--- config.mk ---
export PLATFORM = sky130hd
export DESIGN_NAME = seri_paralel_alici_flat
export DESIGN_NICKNAME = d
export VERILOG_FILES = /design/src/rtl/garip_sifreleme_pkg.sv /design/src/rtl/seri_paralel_alici_if.sv /design/src/rtl/seri_paralel_alici_kucuk_fifo.sv /design/src/rtl/seri_paralel_alici.sv /design/src/flat_wrapper.sv
export SDC_FILE = /design/constraint.sdc
export NUM_CORES = 1
export LEC_CHECK = 0
export CAP_MARGIN = 15
export CORE_ASPECT_RATIO = 1.4
export CORE_MARGIN = 5
export CORE_UTILIZATION = 40
export CTS_CLUSTER_SIZE = 30
export DETAILED_ROUTE_END_ITERATION = 8
export PLACE_DENSITY = 0.63
export SLEW_MARGIN = 20
export SYNTH_ARGS = -nofsm -noshare
export SYNTH_HDL_FRONTEND = slang
export SYNTH_SLANG_ARGS = --single-unit
--- constraint.sdc ---
create_clock -name saat -period 2.7 [get_ports saat]
set_input_delay 0.54 -clock saat [delete_from_list [all_inputs] [get_ports saat]]
set_output_delay 0.54 -clock saat [all_outputs]
set_load 0.1 [all_outputs]
--- src/rtl/garip_sifreleme_pkg.sv ---
// Shared definitions for the serial encryption block, its receiver and their benches.
package garip_sifreleme_pkg;

    localparam int unsigned BIT_VARSAYILAN = 4;

    typedef enum logic [0:0] {
        BOSTA = 1'b0,
        TOPLA = 1'b1
    } durum_t;

endpackage

--- src/rtl/seri_paralel_alici_if.sv ---
// Serial-in / word-out signal bundle of the receiver; slave is the receiver side.
interface seri_paralel_alici_if #(
    parameter int unsigned BIT = garip_sifreleme_pkg::BIT_VARSAYILAN
) ();

    logic           bit_girisi;
    logic           gecerli_girisi;
    logic [BIT-1:0] veri_cikisi;
    logic           cikis_gecerli;
    logic           cikis_hazir;
    logic           hata;
    logic           tasma;

    modport master (
        output bit_girisi,
        output gecerli_girisi,
        output cikis_hazir,
        input  veri_cikisi,
        input  cikis_gecerli,
        input  hata,
        input  tasma
    );

    modport slave (
        input  bit_girisi,
        input  gecerli_girisi,
        input  cikis_hazir,
        output veri_cikisi,
        output cikis_gecerli,
        output hata,
        output tasma
    );

endinterface

--- src/rtl/seri_paralel_alici_kucuk_fifo.sv ---
// Small synchronous FIFO with a registered show-ahead output; the output holds its
// last value once the FIFO drains.
module kucuk_fifo #(
    parameter int unsigned GENISLIK = 4,
    parameter int unsigned DERINLIK = 4
) (
    input  logic                saat,
    input  logic                reset,
    input  logic                push,
    input  logic [GENISLIK-1:0] push_veri,
    input  logic                pop,
    output logic [GENISLIK-1:0] cikis_veri,
    output logic                dolu,
    output logic                bos
);

    localparam int unsigned PW = $clog2(DERINLIK);

    logic [GENISLIK-1:0] bellek_q [DERINLIK];
    logic [PW-1:0]       yaz_q, oku_q, oku_sonraki;
    logic [PW:0]         adet_q;
    logic [GENISLIK-1:0] cikis_q;
    logic                yaz_ok, pop_ok;

    assign dolu        = (adet_q == (PW+1)'(DERINLIK));
    assign bos         = (adet_q == '0);
    assign pop_ok      = pop && !bos;
    // A pop in the same cycle frees the slot a full FIFO needs.
    assign yaz_ok      = push && (!dolu || pop_ok);
    assign oku_sonraki = oku_q + PW'(1);
    assign cikis_veri  = cikis_q;

    always_ff @(posedge saat) begin
        if (yaz_ok) begin
            bellek_q[yaz_q] <= push_veri;
        end
    end

    always_ff @(posedge saat or negedge reset) begin
        if (!reset) begin
            yaz_q   <= '0;
            oku_q   <= '0;
            adet_q  <= '0;
            cikis_q <= '0;
        end else begin
            if (yaz_ok) yaz_q <= yaz_q + PW'(1);
            if (pop_ok) oku_q <= oku_sonraki;
            case ({yaz_ok, pop_ok})
                2'b10:   adet_q <= adet_q + (PW+1)'(1);
                2'b01:   adet_q <= adet_q - (PW+1)'(1);
                default: adet_q <= adet_q;
            endcase
            // Track the next head; hold the last word when nothing replaces it.
            if (bos && yaz_ok) begin
                cikis_q <= push_veri;
            end else if (pop_ok) begin
                if (adet_q >= (PW+1)'(2)) cikis_q <= bellek_q[oku_sonraki];
                else if (yaz_ok)          cikis_q <= push_veri;
            end
        end
    end

endmodule

--- src/rtl/seri_paralel_alici.sv ---
// LSB-first serial-to-parallel receiver with word FIFO, truncation and overflow flags.
// Optional event counters enabled by SERI_ALICI_SAYAC_EN.
module seri_paralel_alici
    import garip_sifreleme_pkg::*;
#(
    parameter int unsigned BIT      = BIT_VARSAYILAN,
    parameter int unsigned DERINLIK = 4
) (
    input  logic                 saat,
    input  logic                 reset,
    seri_paralel_alici_if.slave  bus
`ifdef SERI_ALICI_SAYAC_EN
    ,
    output logic [7:0]           kelime_sayisi,
    output logic [7:0]           hata_sayisi
`endif
);

    localparam int unsigned SW = (BIT > 1) ? $clog2(BIT) : 1;
    localparam logic [SW-1:0] SON = SW'(BIT - 1);

    durum_t         durum_q, durum_d;
    logic [SW-1:0]  sayac_q, sayac_d;
    logic [BIT-1:0] kelime_q, kelime_d, tam_kelime;
    logic           push, pop, dolu, bos;
    logic           hata_d, hata_q, tasma_d, tasma_q;

    always_ff @(posedge saat or negedge reset) begin
        if (!reset) begin
            durum_q  <= BOSTA;
            sayac_q  <= '0;
            kelime_q <= '0;
            hata_q   <= 1'b0;
            tasma_q  <= 1'b0;
        end else begin
            durum_q  <= durum_d;
            sayac_q  <= sayac_d;
            kelime_q <= kelime_d;
            hata_q   <= hata_d;
            tasma_q  <= tasma_d;
        end
    end

    always_comb begin
        durum_d = durum_q;
        sayac_d = sayac_q;
        unique case (durum_q)
            BOSTA: begin
                if (bus.gecerli_girisi) begin
                    sayac_d = SW'(1);
                    durum_d = TOPLA;
                end
            end
            TOPLA: begin
                if (bus.gecerli_girisi && sayac_q != SON) begin
                    sayac_d = sayac_q + SW'(1);
                end else begin
                    sayac_d = '0;
                    durum_d = BOSTA;
                end
            end
            default: durum_d = BOSTA;
        endcase
    end

    always_comb begin
        // sayac_q is 0 in BOSTA, so the same insert handles the first bit.
        tam_kelime          = kelime_q;
        tam_kelime[sayac_q] = bus.bit_girisi;
        kelime_d            = bus.gecerli_girisi ? tam_kelime : kelime_q;
        push                = (durum_q == TOPLA) && bus.gecerli_girisi && (sayac_q == SON);
        hata_d              = (durum_q == TOPLA) && !bus.gecerli_girisi;
        pop                 = bus.cikis_hazir && !bos;
        tasma_d             = push && dolu && !pop;
    end

    kucuk_fifo #(
        .GENISLIK (BIT),
        .DERINLIK (DERINLIK)
    ) u_fifo (
        .saat       (saat),
        .reset      (reset),
        .push       (push),
        .push_veri  (tam_kelime),
        .pop        (bus.cikis_hazir),
        .cikis_veri (bus.veri_cikisi),
        .dolu       (dolu),
        .bos        (bos)
    );

    assign bus.cikis_gecerli = !bos;
    assign bus.hata          = hata_q;
    assign bus.tasma         = tasma_q;

`ifdef SERI_ALICI_SAYAC_EN
    logic [7:0] kelime_say_q, hata_say_q;

    always_ff @(posedge saat or negedge reset) begin
        if (!reset) begin
            kelime_say_q <= '0;
            hata_say_q   <= '0;
        end else begin
            if (push && !tasma_d) kelime_say_q <= kelime_say_q + 8'd1;
            // hata and tasma are mutually exclusive: one needs gecerli low, the other high.
            if ((hata_d || tasma_d) && hata_say_q != 8'hFF) hata_say_q <= hata_say_q + 8'd1;
        end
    end

    assign kelime_sayisi = kelime_say_q;
    assign hata_sayisi   = hata_say_q;
`endif

endmodule

--- src/flat_wrapper.sv ---
// flat-port wrapper written by rule: the top's interface ports become plain ports
module seri_paralel_alici_flat import garip_sifreleme_pkg::*;
#(
    parameter int unsigned BIT      = BIT_VARSAYILAN,
    parameter int unsigned DERINLIK = 4
)
  (saat, reset, bus_bit_girisi, bus_gecerli_girisi, bus_cikis_hazir, bus_veri_cikisi, bus_cikis_gecerli, bus_hata, bus_tasma);
  seri_paralel_alici_if #(.BIT(BIT)) bus_i ();
  input  logic saat;
  input  logic reset;
  input wire logic [$bits(bus_i.bit_girisi)-1:0] bus_bit_girisi;
  input wire logic [$bits(bus_i.gecerli_girisi)-1:0] bus_gecerli_girisi;
  input wire logic [$bits(bus_i.cikis_hazir)-1:0] bus_cikis_hazir;
  output wire logic [$bits(bus_i.veri_cikisi)-1:0] bus_veri_cikisi;
  output wire logic [$bits(bus_i.cikis_gecerli)-1:0] bus_cikis_gecerli;
  output wire logic [$bits(bus_i.hata)-1:0] bus_hata;
  output wire logic [$bits(bus_i.tasma)-1:0] bus_tasma;
  assign bus_i.bit_girisi = bus_bit_girisi;
  assign bus_i.gecerli_girisi = bus_gecerli_girisi;
  assign bus_i.cikis_hazir = bus_cikis_hazir;
  assign bus_veri_cikisi = bus_i.veri_cikisi;
  assign bus_cikis_gecerli = bus_i.cikis_gecerli;
  assign bus_hata = bus_i.hata;
  assign bus_tasma = bus_i.tasma;
  seri_paralel_alici #(.BIT(BIT), .DERINLIK(DERINLIK)) u_core (.saat(saat), .reset(reset), .bus(bus_i));
endmodule
=== Yosys cells after proc, flatten, opt, wreduce, memory -nomap -nowiden ===
Memories as Yosys holds them, arrays and structs flattened.
Cells that the tools add are included.

* Reduce and logical (&&, ||, !) cells: 20
* Magnitude comparators: 3
* $add $sub $neg: 5
* Muxes and demuxes: 16
* Equality and inequality tests: 6
* Bitwise logic cells: 1

{| class="wikitable"
|+ Operator list
! cell !! count
|-
| 4-bit two-way mux || 4
|-
| 1-bit logical AND || 10
|-
| 2-bit by 1-bit adder with 2-bit output (second input constant) || 3
|-
| 3-bit case mux with 2 select lines || 1
|-
| 1-bit two-way mux || 5
|-
| 4-bit bitwise mux || 1
|-
| 2-bit == test (second input constant) || 2
|-
| 1-bit logical NOT || 4
|-
| 2-bit two-way mux || 2
|-
| 2-bit != test (second input constant) || 2
|-
| 2-bit case mux with 2 select lines || 1
|-
| 2-bit nonzero test || 2
|-
| 3-bit by 1-bit adder with 3-bit output (second input constant) || 1
|-
| 3-bit == test (second input constant) || 1
|-
| 3-bit by 2-bit >= comparator with 1-bit output (second input constant) || 1
|-
| 3-bit logical NOT || 1
|-
| 2-bit by 3-bit < comparator with 1-bit output (second input constant) || 1
|-
| 3-bit nonzero test || 1
|-
| 3-bit by 1-bit subtractor with 3-bit output (second input constant) || 1
|-
| 1-bit demux with 2-bit select || 1
|-
| 2-bit by 1-bit == test with 1-bit output (second input constant) || 1
|-
| 2-bit by 1-bit >= comparator with 1-bit output (second input constant) || 1
|-
| 1-bit case mux with 2 select lines || 1
|-
| 2-bit AND reduction || 1
|-
| 2 further kinds || 2
|}

* Input port bits: 5
* Register bits: 20
* Word-level logic and storage cells: 61
* Output and inout bits: 7
* Memories: 1
* Bits in writable memories: 16

{| class="wikitable"
|+ Memories
! name !! depth !! width !! rd ports !! clocked after Yosys merged registers in !! write ports !! RTL line !! source
|-
| u_core.u_fifo.bellek_q || 4 || 4 || 1 || 0 || 1 || seri_paralel_alici_kucuk_fifo.sv:19 || <nowiki>logic [GENISLIK-1:0] bellek_q [DERINLIK];</nowiki>
|}

=== Logic depth before layout (Yosys ltp) ===
* Depth after elaboration: 9
* Gate-level depth with buffers: 10
* Mapped depth without buffers: 10

=== Modules after synthesis ===
From an unflattened synthesis, not the netlist that was laid out.

* Cells, all modules: 128
* Area total of the unflattened synthesis: 1,735.4 µm²

{| class="wikitable"
|+ By module, submodules not included
! module !! times used !! sequential area each (µm²) !! area each (µm²) !! cells an instance
|-
| kucuk_fifo || 1 || 755.7 || 1,241.2 || 90
|-
| seri_paralel_alici || 1 || 225.2 || 494.2 || 38
|}

=== Worst setup path after synthesis ===
OpenSTA, ideal clock, no wires.

* Kind: input to register
* Start: in bus_cikis_hazir
* End: reg u_core.u_fifo.adet_q[2]
* Setup time: 0.079 ns
* Path slack: 0.380 ns
* Data arrival time: 2.241 ns
* Stages: 9
* Required time: 2.621 ns
* Buffers on the path: 0
* Path through: or4b_4 > and2_4 > inv_1 > ha_1 > inv_1 > fa_1 > xor2_1 > nor2_1 > xor2_1

* Cells in the longest elaborated chain, start to end: 5
* Elaborated cells between the ends (all ways): 7
* Classes of those cells: 2 x eq/ne; 1 x mux; 4 x reduce/logical

{| class="wikitable"
|+ Ends and longest elaborated chain
! item !! RTL line !! source
|-
| start, declared || flat_wrapper.sv:13 || <nowiki>input wire logic [$bits(bus_i.cikis_hazir)-1:0] bus_cikis_hazir;</nowiki>
|-
| 1-bit logical AND * || seri_paralel_alici_kucuk_fifo.sv:27 || <nowiki>assign pop_ok = pop && !bos;</nowiki>
|-
| 1-bit logical OR || seri_paralel_alici_kucuk_fifo.sv:29 || <nowiki>assign yaz_ok = push && (!dolu || pop_ok);</nowiki>
|-
| 1-bit logical AND || seri_paralel_alici_kucuk_fifo.sv:29 ||
|-
| 2-bit by 1-bit == test with 1-bit output / 2-bit == test (equally long branches) || seri_paralel_alici_kucuk_fifo.sv:48 || <nowiki>case ({yaz_ok, pop_ok})</nowiki>
|-
| 3-bit case mux with 2 select lines / 2-bit nonzero test (equally long branches) || n/a ||
|-
| end signal, assigned || seri_paralel_alici_kucuk_fifo.sv:49 || <nowiki>2'b10: adet_q <= adet_q + (PW+1)'(1);</nowiki>
|-
| end signal, assigned || seri_paralel_alici_kucuk_fifo.sv:50 || <nowiki>2'b01: adet_q <= adet_q - (PW+1)'(1);</nowiki>
|-
| end signal, assigned || seri_paralel_alici_kucuk_fifo.sv:51 || <nowiki>default: adet_q <= adet_q;</nowiki>
|-
| end, declared || seri_paralel_alici_kucuk_fifo.sv:21 || <nowiki>logic [PW:0] adet_q;</nowiki>
|}

Mark *: on every way between the ends. The rest lies on a longest branch, timed or not.
A chain may end at the register's enable or synchronous reset.

=== Final worst setup path ===
Same ends and word-level chain as after synthesis.

==> summary.md <==
| Metric | Value |
|---|---|
| Initial core utilization | between 40% and 50% |
| Clock Sinks | 36 |
| Fin cells | about 200 |
| Post-synth top area share | 29.54% |
| Yosys warning count | 0 |
| Worst-path fanout max | 2 |
| Post-detail-place hpwl | between 2000 and 2500 um |
| Net Count, Synth | 142 |
| Die Y | roughly 87 um |
| Starting DRC count in detailed routing | 26 |
| Antenna Cells | 0 |
| Placed cell count | 187 |
| Routed vias/inst | ~5.2 |
| Detailed Route WL | 2985 um |
| Worst setup margin | between 0.2 and 0.25 ns |
| Asr flop ratio synth | between 50% and 60% |
| Drt pass-1 iters | 4 |
| Worst-Margin Slew | ~0.51 ns |
| F_max | between 400 and 500 MHz |
| Reg clk slew, reported paths | 0.07 ns |
| Largest cells by area after synthesis | dfrtp_1 (30%), edfxtp_1 (28%), ha_1 (6.6%) |
| Post-synth top cells | dfrtp_1 (20), edfxtp_1 (16), inv_1 (13), nor2b_1 (10), ha_1 (9) |
| Mean post-synth cell area | between 10 and 15 um^2 |
| Worst-Skew Late Latency | 0.29 ns |
| Fin. Hold Viols | 0 |
| Crit-path slowest cell | or4b_4 |
| CTS Buf Count | 5 |
| Die X | 65 um |
| CP Data Arrival Time | approximately 2.7 ns |
| Post-synth EDFFs | 16 |
| Grt total ovfl | 0 |
| Skew final | roughly 0.0025 ns |
| PortBufs | 11 |
| Clock buffer depth | 2 |
| Number of global-route vias before repair | about 1,100 |
| Vias post-DR | between 1,000 and 1,500 |
| Worst Setup End Kind | register |
| Final Cycle Share | between 90 and 100% |
| Number of buffers added to fix hold violations after cts | 0 |
| CP cell instances | clkdlybuf4s50_1 > or4b_4 > and2_4 > inv_1 > ha_1 > inv_1 > fa_1 > xor2_1 > nor2_1 > xor2_1 |
| Synth Cell Area | ~0.0017 mm^2 |
| Die area | 0.005655 mm^2 |
| Count of cell types in the netlist | 33 |
| Antenna violations before repair | 0 |
| Slew HR | 65.77% |
| Minimum clock period | roughly 2.5 ns |
| Layout area overhead | 17.43% |
| TNS Setup | 0 ns |
| Root buf cell | clkbuf_8 |
| Max-cap violations | 0 |
| Synth area leader | dfrtp_1 |
| Fin. max-slew vios | 0 |
| Setup violators final | 0 |
| Critical setup path kind | in -> reg |
| Data required, critical path | approximately 2.9 ns |
| PostCTS Resize Cnt | 0 |
| Core region area | roughly 0.0042 mm^2 |
| Share of cells above drive strength 1 | 26.67% |
| Status | finished, final reports clean |
| Row cnt | 28 |
| Post-Synthesis Cells | ~130 |
| Largest stage delay, worst path | approximately 0.5 ns |
| ANT nets after route | 0 |
| First-pass GRT wire length | 5037 um |
| Peak VDD IR | 388.3 uV |
| DRC errors left | 0 |
| Yosys reg bits | 36 |
| Nets | 164 |
| H-tree levels | 2 |
| Seq/Total Area, Yosys | roughly 58% |
| PwrDens | roughly 1100 mW/mm^2 |
| Gpl congestion | between 0.8 and 0.9 |
| Unrepaired setup endpoints after global routing | no |
| Startpoint class of the critical path | primary input |
| CTS tree | built |
| Hold Crit Class | reg -> reg |
| Largest net degree at the start of global routing | 21 |
| Drt wl/cell | about 15 um |
| Pre-CTS setup slack | -0.08139 ns |
| Postcts setup bufs | 0 |
| Leak | between 0.8 and 0.9 nW |
| Most numerous cell in the Yosys netlist | dfrtp_1 |
| Global-route usage over all layers | between 10% and 20% |
| Top-Level Pins | 12 |
| Main synth FF type | dfrtp_1 |
==> path summary, 6_finish.rpt <==
path / startpoint / endpoint / slack, ns / depth (start not counted)
setup / recovery: bus_cikis_hazir / u_core.u_fifo.adet_q[2]$_DFFE_PN0P_ / 0.22 / 10
hold / removal: u_core.kelime_q[0]$_DFFE_PN0P_ / u_core.kelime_q[0]$_DFFE_PN0P_ / 0.51 / 1
setup reg to reg: u_core.u_fifo.adet_q[1]$_DFFE_PN0P_ / u_core.u_fifo.adet_q[2]$_DFFE_PN0P_ / 0.36 / 9
hold reg to reg: u_core.kelime_q[0]$_DFFE_PN0P_ / u_core.kelime_q[0]$_DFFE_PN0P_ / 0.51 / 1
max in group asynchronous: reset / u_core.kelime_q[3]$_DFFE_PN0P_ / 1.88 / 2
min in group asynchronous: reset / u_core.u_fifo.cikis_veri[1]$_DFFE_PN0P_ / 0.60 / 2
==> metal layers <==
metal / wire length [um] / GRT usage (%)
met5: 0 / 0
met4: 137 / 8.077
met3: 100 / 3.359
met2: 1504 / 20.02
met1: 1243 / 12.94
==> cells in the final DEF, fill, tap and decap left out, types with 3 or more instances in the layout <==
cell type / n
inv_1: 13
o21ai_0: 3
clkdlybuf4s50_1: 4
xor2_1: 3
and3_2: 4
clkbuf_8: 5
ha_1: 9
a211oi_1: 4
mux2_2: 8
nor2b_1: 10
dfrtp_1: 20
a2111oi_1: 4
nor4_1: 4
a2111oi_0: 4
buf_4: 13
edfxtp_1: 16
==> layout make-up <==
type                       count  area [um^2]
clock buffer                   5        68.82
tap                           45        56.30
fill                         374         2180
inverter                      13        48.80
timing repair buffer          17        137.6
multi-input combinational     76        654.4
clock inverter                 3        42.54
sequential                    36        980.9
==> worst max-delay path, delay by kind of cell <==
family                   cells  cell delay, ns
adder cells (fa/ha/maj)      2            0.53
AND/OR/NAND/NOR              3            0.79
buffers and inverters        3            0.53
XOR/XNOR                     2            0.31
==> metrics by stage <==
step                      instance area [um^2]  hold slack [ns]  power, mW  utilization (%)
after floorplan                           1694           0.2444      1.519                -
after global placement                    1878           0.4856      1.705            45.05
final                                     1989           0.5065      2.182            47.72
after global routing                      1989           0.5354      2.322            47.72
after CTS                                 1989           0.5131      2.203            47.72
after detailed placement                  1878           0.4970      1.738            45.05
==> cell families after synthesis <==
logic type                 synth area share [%]
and+or+nand+nor                           11.60
DFF                                       57.90
AOI/OAI and AO/OA                         10.34
buffers and inverters                     3.471
muxes                                     5.318
adders and majority gates                 7.829
xor gates and xnor gates                  3.546
==> power breakdown <==
part           leakage, nW  total [mW]  internal (mW)  switching (mW)
clock network       0.0541       0.462          0.273           0.189
logic                0.369       0.842          0.292           0.550
registers            0.380       0.878          0.737           0.141
==> flip-flops by register name (all words and copies together), names as in the netlist <==
| register | count |
|---|---|
| u_core.sayac_q | 2 |
| u_core.bus.tasma | 1 |
| u_core.u_fifo.oku_q | 2 |
| u_core.u_fifo.yaz_q | 2 |
| u_core.durum_q | 1 |
| u_core.u_fifo.bellek_q | 16 |
| u_core.u_fifo.adet_q | 3 |
| u_core.kelime_q | 4 |
| u_core.u_fifo.cikis_veri | 4 |
| u_core.bus.hata | 1 |
Power figures use the tool's default switching activity.
